**config.mk**
```make
export PLATFORM = sky130hd
export DESIGN_NAME = writeback_unit_flat
export DESIGN_NICKNAME = d
export VERILOG_FILES = /design/src/rtl/writeback_unit_if.sv /design/src/rtl/writeback_unit.sv /design/src/flat_wrapper.sv
export SDC_FILE = /design/constraint.sdc
export NUM_CORES = 1
export LEC_CHECK = 0
export CELL_PAD_IN_SITES_DETAIL_PLACEMENT = 1
export CELL_PAD_IN_SITES_GLOBAL_PLACEMENT = 1
export CORE_MARGIN = 2
export CORE_UTILIZATION = 34
export DETAILED_ROUTE_END_ITERATION = 6
export GPL_TIMING_DRIVEN = 0
export PLACE_DENSITY = 0.95
export SYNTH_ARGS = -nofsm -noshare
export SYNTH_HDL_FRONTEND = slang
export SYNTH_SLANG_ARGS = --single-unit
```
**constraint.sdc**
```tcl
create_clock -name clk -period 3.4 [get_ports clk]
set_input_delay 0.51 -clock clk [delete_from_list [all_inputs] [get_ports clk]]
set_output_delay 0.51 -clock clk [all_outputs]
set_load 0.05 [all_outputs]
```
**src/rtl/writeback_unit_if.sv**
```systemverilog
// writeback_unit_if: execute/memory/register-file bundle; instruction class codes; WB_FWD_EN adds forwarding signals
`ifndef WB_ITYPE_CODES
`define WB_ITYPE_CODES
`define RTYPE  5'b01100
`define ITYPE  5'b00100
`define STYPE  5'b01000
`define BTYPE  5'b11000
`define LTYPE  5'b00000
`define UTYPE  5'b01101
`define JTYPE  5'b11011
`define JRTYPE 5'b11001
`endif

interface writeback_unit_if;
  logic        in_valid_i;
  logic        in_ready_o;
  logic [4:0]  itype_i;
  logic [4:0]  rd_i;
  logic [2:0]  funct3_i;
  logic [31:0] alu_i;
  logic [31:0] pc_i;
  logic        mem_valid_i;
  logic [31:0] mem_data_i;
  logic [31:0] wd_o;
  logic        wd_q_o;
  logic [4:0]  wd_rd_o;
  logic        err_o;
`ifdef WB_FWD_EN
  logic [4:0]  fwd_rs_i;
  logic        fwd_hit_o;
  logic [31:0] fwd_data_o;
`endif
  modport slave (
    input  in_valid_i, itype_i, rd_i, funct3_i, alu_i, pc_i, mem_valid_i, mem_data_i,
`ifdef WB_FWD_EN
    input  fwd_rs_i,
    output fwd_hit_o, fwd_data_o,
`endif
    output in_ready_o, wd_o, wd_q_o, wd_rd_o, err_o
  );
  modport master (
    output in_valid_i, itype_i, rd_i, funct3_i, alu_i, pc_i, mem_valid_i, mem_data_i,
`ifdef WB_FWD_EN
    output fwd_rs_i,
    input  fwd_hit_o, fwd_data_o,
`endif
    input  in_ready_o, wd_o, wd_q_o, wd_rd_o, err_o
  );
endinterface

```
**src/rtl/writeback_unit.sv**
```systemverilog
// writeback_unit: formats completed instructions and drives the register-file write port with a one-cycle strobe.
// Optional WB_FWD_EN exposes the committing result as a forwarding path.
module writeback_unit #(
  parameter int unsigned LOAD_TIMEOUT = 255
) (
  input logic             clk,
  input logic             reset,
  writeback_unit_if.slave bus
);
  localparam logic [1:0] IDLE      = 2'd0;
  localparam logic [1:0] LOAD_WAIT = 2'd1;
  localparam logic [1:0] COMMIT    = 2'd2;
  localparam int unsigned CW = (LOAD_TIMEOUT < 2) ? 1 : $clog2(LOAD_TIMEOUT);
  localparam logic [CW-1:0] CNT_LAST = CW'(LOAD_TIMEOUT - 1);

  logic [1:0]    state_q, state_d;
  logic [CW-1:0] cnt_q, cnt_d;
  logic [4:0]    rd_q, rd_d;
  logic [2:0]    f3_q, f3_d;
  logic [1:0]    lane_q, lane_d;
  logic [31:0]   wdata_q, wdata_d;
  logic [4:0]    wrd_q, wrd_d;
  logic          err_q, err_d;
  logic          alu_class;
  logic [31:0]   alu_res;
  logic [31:0]   load_res;

  function automatic logic [31:0] load_fmt(logic [2:0] f3, logic [1:0] a, logic [31:0] w);
    logic [7:0]  b;
    logic [15:0] h;
    b = 8'(w >> {a, 3'b000});
    h = a[1] ? w[31:16] : w[15:0];
    return f3 == 3'b000 ? {{24{b[7]}}, b} :
           f3 == 3'b001 ? {{16{h[15]}}, h} :
           f3 == 3'b100 ? {24'h0, b} :
           f3 == 3'b101 ? {16'h0, h} : w;
  endfunction

  always_comb begin
    alu_class = bus.itype_i == `RTYPE || bus.itype_i == `ITYPE || bus.itype_i == `UTYPE ||
                bus.itype_i == `JTYPE || bus.itype_i == `JRTYPE;
    alu_res   = bus.itype_i == `UTYPE ? {bus.alu_i[19:0], 12'h000} :
                (bus.itype_i == `JTYPE || bus.itype_i == `JRTYPE) ? bus.pc_i + 32'd4 : bus.alu_i;
    load_res  = load_fmt(f3_q, lane_q, bus.mem_data_i);
  end

  always_comb begin
    state_d = state_q;
    cnt_d   = cnt_q;
    rd_d    = rd_q;
    f3_d    = f3_q;
    lane_d  = lane_q;
    wdata_d = wdata_q;
    wrd_d   = wrd_q;
    err_d   = err_q;
    if (state_q == IDLE) begin
      if (bus.in_valid_i && bus.itype_i == `LTYPE) begin
        state_d = LOAD_WAIT;
        cnt_d   = '0;
        rd_d    = bus.rd_i;
        f3_d    = bus.funct3_i;
        lane_d  = bus.alu_i[1:0];
      end else if (bus.in_valid_i && alu_class && bus.rd_i != 5'd0) begin
        state_d = COMMIT;
        wdata_d = alu_res;
        wrd_d   = bus.rd_i;
      end
    end else if (state_q == LOAD_WAIT) begin
      if (bus.mem_valid_i) begin
        state_d = rd_q != 5'd0 ? COMMIT : IDLE;
        wdata_d = rd_q != 5'd0 ? load_res : wdata_q;
        wrd_d   = rd_q != 5'd0 ? rd_q : wrd_q;
      end else if (cnt_q == CNT_LAST) begin
        state_d = IDLE;
        err_d   = 1'b1;
      end else begin
        cnt_d = cnt_q + 1'b1;
      end
    end else begin
      state_d = IDLE;
    end
  end

  always_ff @(posedge clk) begin
    if (reset) begin
      state_q <= IDLE;
      cnt_q   <= '0;
      rd_q    <= '0;
      f3_q    <= '0;
      lane_q  <= '0;
      wdata_q <= '0;
      wrd_q   <= '0;
      err_q   <= 1'b0;
    end else begin
      state_q <= state_d;
      cnt_q   <= cnt_d;
      rd_q    <= rd_d;
      f3_q    <= f3_d;
      lane_q  <= lane_d;
      wdata_q <= wdata_d;
      wrd_q   <= wrd_d;
      err_q   <= err_d;
    end
  end

  assign bus.in_ready_o = state_q == IDLE;
  assign bus.wd_q_o     = state_q == COMMIT;
  assign bus.wd_o       = wdata_q;
  assign bus.wd_rd_o    = wrd_q;
  assign bus.err_o      = err_q;
`ifdef WB_FWD_EN
  assign bus.fwd_hit_o  = state_q == COMMIT && bus.fwd_rs_i != 5'd0 && bus.fwd_rs_i == wrd_q;
  assign bus.fwd_data_o = bus.fwd_hit_o ? wdata_q : 32'h0;
`endif
endmodule

```
**src/flat_wrapper.sv**
```systemverilog
// flat-port wrapper written by rule: the top's interface ports become plain ports
module writeback_unit_flat 
#(
  parameter int unsigned LOAD_TIMEOUT = 255
)
  (clk, reset, bus_in_valid_i, bus_itype_i, bus_rd_i, bus_funct3_i, bus_alu_i, bus_pc_i, bus_mem_valid_i, bus_mem_data_i, bus_in_ready_o, bus_wd_o, bus_wd_q_o, bus_wd_rd_o, bus_err_o);
  writeback_unit_if bus_i ();
  input logic clk;
  input logic reset;
  input wire logic [$bits(bus_i.in_valid_i)-1:0] bus_in_valid_i;
  input wire logic [$bits(bus_i.itype_i)-1:0] bus_itype_i;
  input wire logic [$bits(bus_i.rd_i)-1:0] bus_rd_i;
  input wire logic [$bits(bus_i.funct3_i)-1:0] bus_funct3_i;
  input wire logic [$bits(bus_i.alu_i)-1:0] bus_alu_i;
  input wire logic [$bits(bus_i.pc_i)-1:0] bus_pc_i;
  input wire logic [$bits(bus_i.mem_valid_i)-1:0] bus_mem_valid_i;
  input wire logic [$bits(bus_i.mem_data_i)-1:0] bus_mem_data_i;
  output wire logic [$bits(bus_i.in_ready_o)-1:0] bus_in_ready_o;
  output wire logic [$bits(bus_i.wd_o)-1:0] bus_wd_o;
  output wire logic [$bits(bus_i.wd_q_o)-1:0] bus_wd_q_o;
  output wire logic [$bits(bus_i.wd_rd_o)-1:0] bus_wd_rd_o;
  output wire logic [$bits(bus_i.err_o)-1:0] bus_err_o;
  assign bus_i.in_valid_i = bus_in_valid_i;
  assign bus_i.itype_i = bus_itype_i;
  assign bus_i.rd_i = bus_rd_i;
  assign bus_i.funct3_i = bus_funct3_i;
  assign bus_i.alu_i = bus_alu_i;
  assign bus_i.pc_i = bus_pc_i;
  assign bus_i.mem_valid_i = bus_mem_valid_i;
  assign bus_i.mem_data_i = bus_mem_data_i;
  assign bus_in_ready_o = bus_i.in_ready_o;
  assign bus_wd_o = bus_i.wd_o;
  assign bus_wd_q_o = bus_i.wd_q_o;
  assign bus_wd_rd_o = bus_i.wd_rd_o;
  assign bus_err_o = bus_i.err_o;
  writeback_unit #(.LOAD_TIMEOUT(LOAD_TIMEOUT)) u_core (.clk(clk), .reset(reset), .bus(bus_i));
endmodule
```
==> results.py, run 1 <==
metrics = {
    "status": {
        "status": "finished clean",
    },
    "timing": {
        "drv_slew": 0,
        "hold_slack_ns": 0.465,
        "slew_headroom": 0.173,
        "setup_viol": 0,
        "hold_violations": 0,
        "worstMarginPinSlew_ns": 1.23,
        "skew_ns": 0.0102,
        "finalWorstPathRequiredPeriod_ns": 3.11,
        "setup_tns_ns": 0,
        "min_period_over_period": 0.914,
        "fmax_ghz": 0.322,
        "worst_slack_ns": 0.292,
        "rsz0062_at_grt": "false",
    },
    "final_layout": {
        "layout-area-overhead-vs-synth_pct": 48.3,
        "drive_gt1_frac": 0.0509,
        "final_util": 0.519,
        "final_cell_area_sq_mm": 0.00628,
        "finalNetCount": 857,
        "diodes": 0,
    },
    "power": {
        "switching_share": 0.296,
        "p_int_mw": 1.56,
        "clockPowerShare": 0.459,
        "powerDensity_mw_per_mm2": 353,
        "seqPwrFrac": 0.320,
        "ir_worst_vdd_uv": 224,
        "combPwrFrac": 0.220,
        "p_leak_nw": 2.04,
        "netSwitchingPower_mw": 0.659,
    },
    "setup_path": {
        "rr_worst_depth": 8,
        "crit_path_max_incr_delay_ns": 0.91,
        "cpMaxStageDelayCell": "clkdlybuf4s50_1",
        "arrival_ns": 2.60,
        "critPathRequiredTime_ns": 2.89,
        "path_buf_inv": 4,
        "crit_family": "buffers and inverters",
        "r2r_end": "u_core.bus.wd_o[25]",
        "worstSetupPathType": "flip-flop to output pin",
        "start_kind": "flip-flop",
        "worstPathMaxFanout": 10,
        "timing.rr.start": "u_core.f3_q[1]",
        "r2r_setup_slack_ns": 0.47,
        "endpoint_kind": "output pin",
        "crit_chain": "or2_1 -> buf_4 -> inv_4 -> clkbuf_1 -> clkdlybuf4s50_1",
    },
    "global_route": {
        "grt_util_all_layers": 0.311,
        "antenna_found_initial": 0,
        "gr-total-overflow": 0,
        "grt_pass1_wl_mm": 31.8,
        "grt_pass1_vias": 5785,
        "grt_max_degree": 13,
    },
    "synth": {
        "synth_edf_count": 0,
        "async_reset_ff_frac": 0,
        "syn-mean-instance-area_sq_um": 7.32,
        "yosysTopAreaCell": "dfxtp_1",
        "ys_ff_latch": 58,
        "ys.flop_type": "dfxtp_1",
        "synth_top_area_frac": 0.274,
        "synth_cell_types": 59,
        "syn_inst": 579,
        "synth_area_sq_mm": 0.00424,
        "synth_fp_nets": 695,
        "yosys_warnings": 0,
        "netlist_top_cells_area": "dfxtp_1, a21oi_1, nand2_1",
        "yosysSeqAreaShare": 0.274,
    },
    "die": {
        "num_io_pins": 153,
        "core_sq_mm": 0.0121,
        "die_area_sq_mm": 0.0134,
        "fp-row-count": 40,
        "start_util": 0.350,
        "dieWidth_microns": 116,
        "die_h_microns": 116,
    },
    "clock_network": {
        "cts_max_path_buffers": 2,
        "path_clk_slew_ns": 0.06,
        "root_buffer": "clkbuf_16",
        "cts_setup_buffers": 0,
        "cts_tree": "yes",
        "cts_max_level": 3,
        "numCtsBuffers": 9,
        "worstSkewPairLatency_ns": 0.34,
        "clock_sinks": 58,
        "cts_resized": 0,
        "holdBufCountCts": 0,
    },
    "drt": {
        "post_drt_wl_per_cell_microns": 22.7,
        "viasPerCell": 6.01,
        "drt-total-wl_mm": 20.8,
        "met3_length_mm": 1.62,
        "highest-signal-layer": "met4",
        "final_antenna_net_count": 0,
        "wl_met1_mm": 8.44,
        "num_vias": 5491,
        "first_iter_violations": 439,
        "dr_wl_met2_mm": 9.82,
        "firstDrtPassIters": 5,
        "drc": 0,
    },
    "placed_design": {
        "gp_congestion": 0.967,
        "placed_area_sq_mm": 0.00596,
        "numPortBuffers": 151,
        "pre_cts_ws_ns": 0.111,
        "hpwlAfterDp_mm": 16.2,
    },
    "min_path": {
        "hold_depth": 2,
        "hp-class": "flip-flop to flip-flop",
        "whs_endpoint": "u_core.bus.wd_o[16]",
        "worstHoldStart": "u_core.bus.wd_o[16]",
    },
    "flow_run": {
        "maxCapViolations": 0,
    },
}
registers in the layout (all words and copies together), names as in the netlist:
signal,flops
u_core.state_q,2
u_core.bus.wd_rd_o,5
u_core.f3_q,3
u_core.rd_q,5
u_core.lane_q,2
u_core.cnt_q,8
u_core.bus.err_o,1
u_core.bus.wd_o,32
per-stage QoR:
stage	power [mW]	cells
detailed placement	1.20	898
finish	2.22	914
global placement	1.19	898
floorplan	0.935	579
CTS	2.20	914
global route	2.28	914
cell type report:
| type | instances | area (sq um) |
|---|---|---|
| repair buffers | 151 | 1510 |
| clock inverters | 7 | 101 |
| flip-flops and latches | 58 | 1160 |
| inverters | 15 | 58.8 |
| clock buffers | 9 | 225 |
| fillers | 1535 | 5830 |
| well taps | 168 | 210 |
| multi-input cells | 461 | 2820 |
| plain buffers | 45 | 193 |
synthesized netlist by cell type, types with 2 or more instances:
| library cell | count |
|---|---|
| o21ai_0 | 16 |
| a2111o_1 | 5 |
| or4_1 | 3 |
| a211oi_1 | 25 |
| o31a_1 | 5 |
| dfxtp_1 | 58 |
| xnor2_1 | 10 |
| ha_1 | 3 |
| and2_1 | 7 |
| a2bb2oi_1 | 2 |
| o21a_1 | 6 |
| a21boi_0 | 5 |
| nand2_1 | 78 |
| and4_1 | 6 |
| clkbuf_1 | 35 |
| a21oi_1 | 62 |
| a311oi_1 | 5 |
| inv_1 | 14 |
| nor2_1 | 52 |
| nor4_1 | 5 |
| nor2b_1 | 8 |
| a2111oi_2 | 2 |
| a221o_1 | 6 |
| buf_2 | 7 |
| a221oi_1 | 14 |
| mux2i_1 | 5 |
| o211ai_1 | 5 |
| o22ai_1 | 8 |
| nand4_1 | 18 |
| a2111oi_0 | 7 |
| xor2_1 | 20 |
| and3_1 | 6 |
| nand4b_1 | 3 |
| a32o_1 | 2 |
| buf_4 | 2 |
| nand2b_1 | 3 |
| nor3_1 | 17 |
| nand3_1 | 22 |
| a31oi_1 | 2 |
cell families (layout without fill, tap and decap cells):
family	after synthesis	after routing	share of synthesized area
and+or+nand+nor	237	237	0.272
muxes	6	6	0.0145
buffers and inverters	60	227	0.0594
adders and majority gates	3	3	0.00886
AOI/OAI and AO/OA	185	185	0.309
xor gates and xnor gates	30	30	0.0620
DFF	58	58	0.274
power groups by stage:
stage | Clock, mW | Sequential (mW) | Combinational (mW)
6_report | 1.02 | 0.712 | 0.489
5_1_grt | 1.05 | 0.713 | 0.516
4_1_cts | 1.01 | 0.712 | 0.481
3_5_place_dp | 0 | 0.726 | 0.476
3_3_place_gp | 0 | 0.725 | 0.469
2_1_floorplan | 0 | 0.782 | 0.153
routing by layer:
| layer | global-route usage | vias up |
|---|---|---|
| met4 | 0.140 | 0 |
| met1 | 0.387 | 2652 |
| met5 | 0 | - |
| li1 | - | 2483 |
| met3 | 0.0575 | 60 |
| met2 | 0.522 | 296 |
worst max path at each step:
| stage | start | to | slack [ns] | cells after the start |
|---|---|---|---|---|
| final | u_core.state_q[1] | bus_in_ready_o | 0.29 | 5 |
| after global routing | u_core.state_q[1] | bus_in_ready_o | 0.24 | 5 |
| after CTS | u_core.state_q[1] | bus_in_ready_o | 0.32 | 5 |
| after detailed placement | bus_mem_data_i[31] | u_core.bus.wd_o[25] | 0.11 | 7 |
| after global placement | bus_mem_data_i[31] | u_core.bus.wd_o[25] | 0.12 | 7 |
| after floorplan | bus_itype_i[4] | u_core.bus.wd_o[14] | 1.33 | 8 |
cells in the final DEF (no fill, tap or decap), types with 6 or more instances in the layout:
cell type,n
nor2_1,52
xor2_1,20
nand2_1,78
inv_1,14
buf_2,7
clkbuf_1,35
nand4_1,18
nand3_1,22
a2111oi_0,7
clkdlybuf4s50_1,151
and3_1,6
clkbuf_16,9
o22ai_1,8
o21ai_0,16
a221oi_1,14
nor3_1,17
xnor2_1,10
and4_1,6
o21a_1,6
a21oi_1,62
and2_1,7
dfxtp_1,58
a211oi_1,25
a221o_1,6
nor2b_1,8
worst register-to-register path, cell delays in order (launching register included):
cell and delay, ns:
dfxtp_1 0.30, buf_2 0.22, nand2b_1 0.15, buf_4 0.17, nor4_1 0.07, nor4_1 0.94, a21boi_0 0.64, o31a_1 0.23
a21oi_1 0.07
Note: power is estimated with default switching activity, not from simulation.
==> run 2: changes to the inputs <==
- CORE_MARGIN: 2 -> 5
==> run 2 against run 1 <==
Clock power about the same. Wire length up 3.9%. Clock skew about the same. Final cell count unchanged. Global-route usage down 2.5 points. Maximum frequency down 3.5%. Critical path depth up 2. Sequential power about the same. Die area up 11%. Register-to-register slack worse by 0.06 ns. Critical endpoint is now u_core.bus.wd_o[28]. Largest cell class unchanged. Highest routed layer unchanged.
==> results.py, run 2 (same netlist as run 1, synthesis figures left out) <==
metrics = {
    "power": {
        "clockPowerShare": 0.457,
        "p_leak_nw": 2.04,
        "powerDensity_mw_per_mm2": 352,
        "combPwrFrac": 0.222,
        "total_power_mw": 2.21,
        "seqPwrFrac": 0.321,
        "netSwitchingPower_mw": 0.652,
        "p_int_mw": 1.56,
        "ir_worst_vdd_uv": 160,
        "switching_share": 0.294,
    },
    "placed_design": {
        "placed_area_sq_mm": 0.00596,
        "hpwlAfterDp_mm": 16.9,
        "placedCellCount": 898,
        "numPortBuffers": 151,
        "gp_congestion": 0.921,
    },
    "drt": {
        "drc": 0,
        "post_drt_wl_per_cell_microns": 23.6,
        "num_vias": 5469,
        "final_antenna_net_count": 0,
        "firstDrtPassIters": 5,
        "viasPerCell": 5.98,
        "drt-total-wl_mm": 21.6,
        "first_iter_violations": 545,
    },
    "status": {
        "status": "finished clean",
    },
    "die": {
        "fp-row-count": 40,
        "core_sq_mm": 0.0121,
        "num_io_pins": 153,
        "dieWidth_microns": 122,
        "start_util": 0.350,
        "die_h_microns": 122,
        "die_area_sq_mm": 0.0148,
    },
    "timing": {
        "drv_slew": 0,
        "slew_headroom": 0.177,
        "setup_viol": 0,
        "skew_ns": 0.00981,
        "setup_tns_ns": 0,
        "rsz0062_at_grt": "false",
        "finalWorstPathRequiredPeriod_ns": 3.22,
        "hold_violations": 0,
        "worstMarginPinSlew_ns": 1.22,
        "min_period_over_period": 0.947,
        "fmax_ghz": 0.311,
    },
    "setup_path": {
        "start_kind": "primary input",
        "worstPathMaxFanout": 7,
        "arrival_ns": 3.41,
        "cpMaxStageDelayCell": "nor4_1",
        "critPathRequiredTime_ns": 3.59,
        "worstSetupPathType": "primary input to flip-flop",
        "crit_top_cell": "nor4_1",
        "crit_chain": "clkdlybuf4s50_1 -> mux2i_1 -> nor4_1 -> nor4_1 -> a21boi_0 -> o31a_1 -> a21oi_1",
        "crit_path_max_incr_delay_ns": 0.94,
        "endpoint_kind": "flip-flop",
    },
    "global_route": {
        "grt_max_degree": 13,
        "gr-total-overflow": 0,
        "grt_pass1_wl_mm": 32.7,
        "antenna_found_initial": 0,
        "grt_pass1_vias": 5805,
        "grt_util_all_layers": 0.286,
    },
    "clock_network": {
        "root_buffer": "clkbuf_16",
        "cts_max_path_buffers": 2,
        "cts_tree": "yes",
        "cts_setup_buffers": 0,
        "path_clk_slew_ns": 0.06,
        "cts_max_level": 3,
        "worstSkewPairLatency_ns": 0.33,
        "cts_resized": 0,
        "clock_sinks": 58,
        "numCtsBuffers": 9,
        "holdBufCountCts": 0,
    },
    "min_path": {
        "hp-class": "flip-flop to flip-flop",
    },
    "flow_run": {
        "maxCapViolations": 0,
    },
    "final_layout": {
        "stdcell_count": 914,
        "diodes": 0,
        "final_cell_mix": "clkdlybuf4s50_1, nand2_1, a21oi_1",
        "final_cell_area_sq_mm": 0.00628,
        "drive_gt1_frac": 0.0509,
        "largest_reg_flops": 32,
        "final_util": 0.519,
        "layout-area-overhead-vs-synth_pct": 48.3,
        "final_common_cell": "clkdlybuf4s50_1",
        "finalNetCount": 857,
    },
}
## run 2: final cells by class
cell class	instances	area, sq um
Timing Repair Buffer	151	1510
Fill cell	1548	5830
Clock inverter	7	101
Inverter	15	58.8
Buffer	45	193
Clock buffer	9	225
Tap cell	168	210
Multi-Input combinational cell	461	2820
Sequential cell	58	1160
## run 2: path summary, 6_finish.rpt
kind | to | start | depth (start not counted) | slack (ns)
worst max-delay path | u_core.bus.wd_o[28] | bus_mem_data_i[31] | 7 | 0.18
worst min-delay path | u_core.bus.wd_o[13] | u_core.bus.wd_o[13] | 2 | 0.46
worst max register to register | u_core.bus.wd_o[28] | u_core.f3_q[1] | 8 | 0.41
worst min register to register | u_core.bus.wd_o[13] | u_core.bus.wd_o[13] | 2 | 0.46
## run 2: per-layer routing
layer	up-vias	wire length [microns]	share of wire	global-route usage
met5	-	0	0	0
met1	2691	9200	0.43	0.356
met2	247	10100	0.47	0.479
met3	49	1410	0.065	0.0585
li1	2482	-	-	-
met4	0	817	0.038	0.119
## run 2: metrics by stage
stage	setup slack [ns]	hold slack (ns)
floorplan	1.33	0.444
global placement	0.231	0.444
detailed placement	0.173	0.460
CTS	0.261	0.468
global route	0.158	0.485
finish	0.180	0.461
## run 2: critical path: cells and delay by family
| kind | cells | cell delay (ns) |
|---|---|---|
| and+or+nand+nor | 2 | 1.06 |
| AOI/OAI and AO/OA | 3 | 0.98 |
| buffers and inverters | 1 | 0.53 |
| muxes | 1 | 0.33 |
## run 2: power by group through the flow
stage	clock network, mW	logic, mW	registers (mW)
floorplan	0	0.153	0.782
global placement	0	0.473	0.725
detailed placement	0	0.481	0.726
CTS	1.02	0.485	0.711
global route	1.04	0.516	0.713
finish	1.01	0.491	0.711
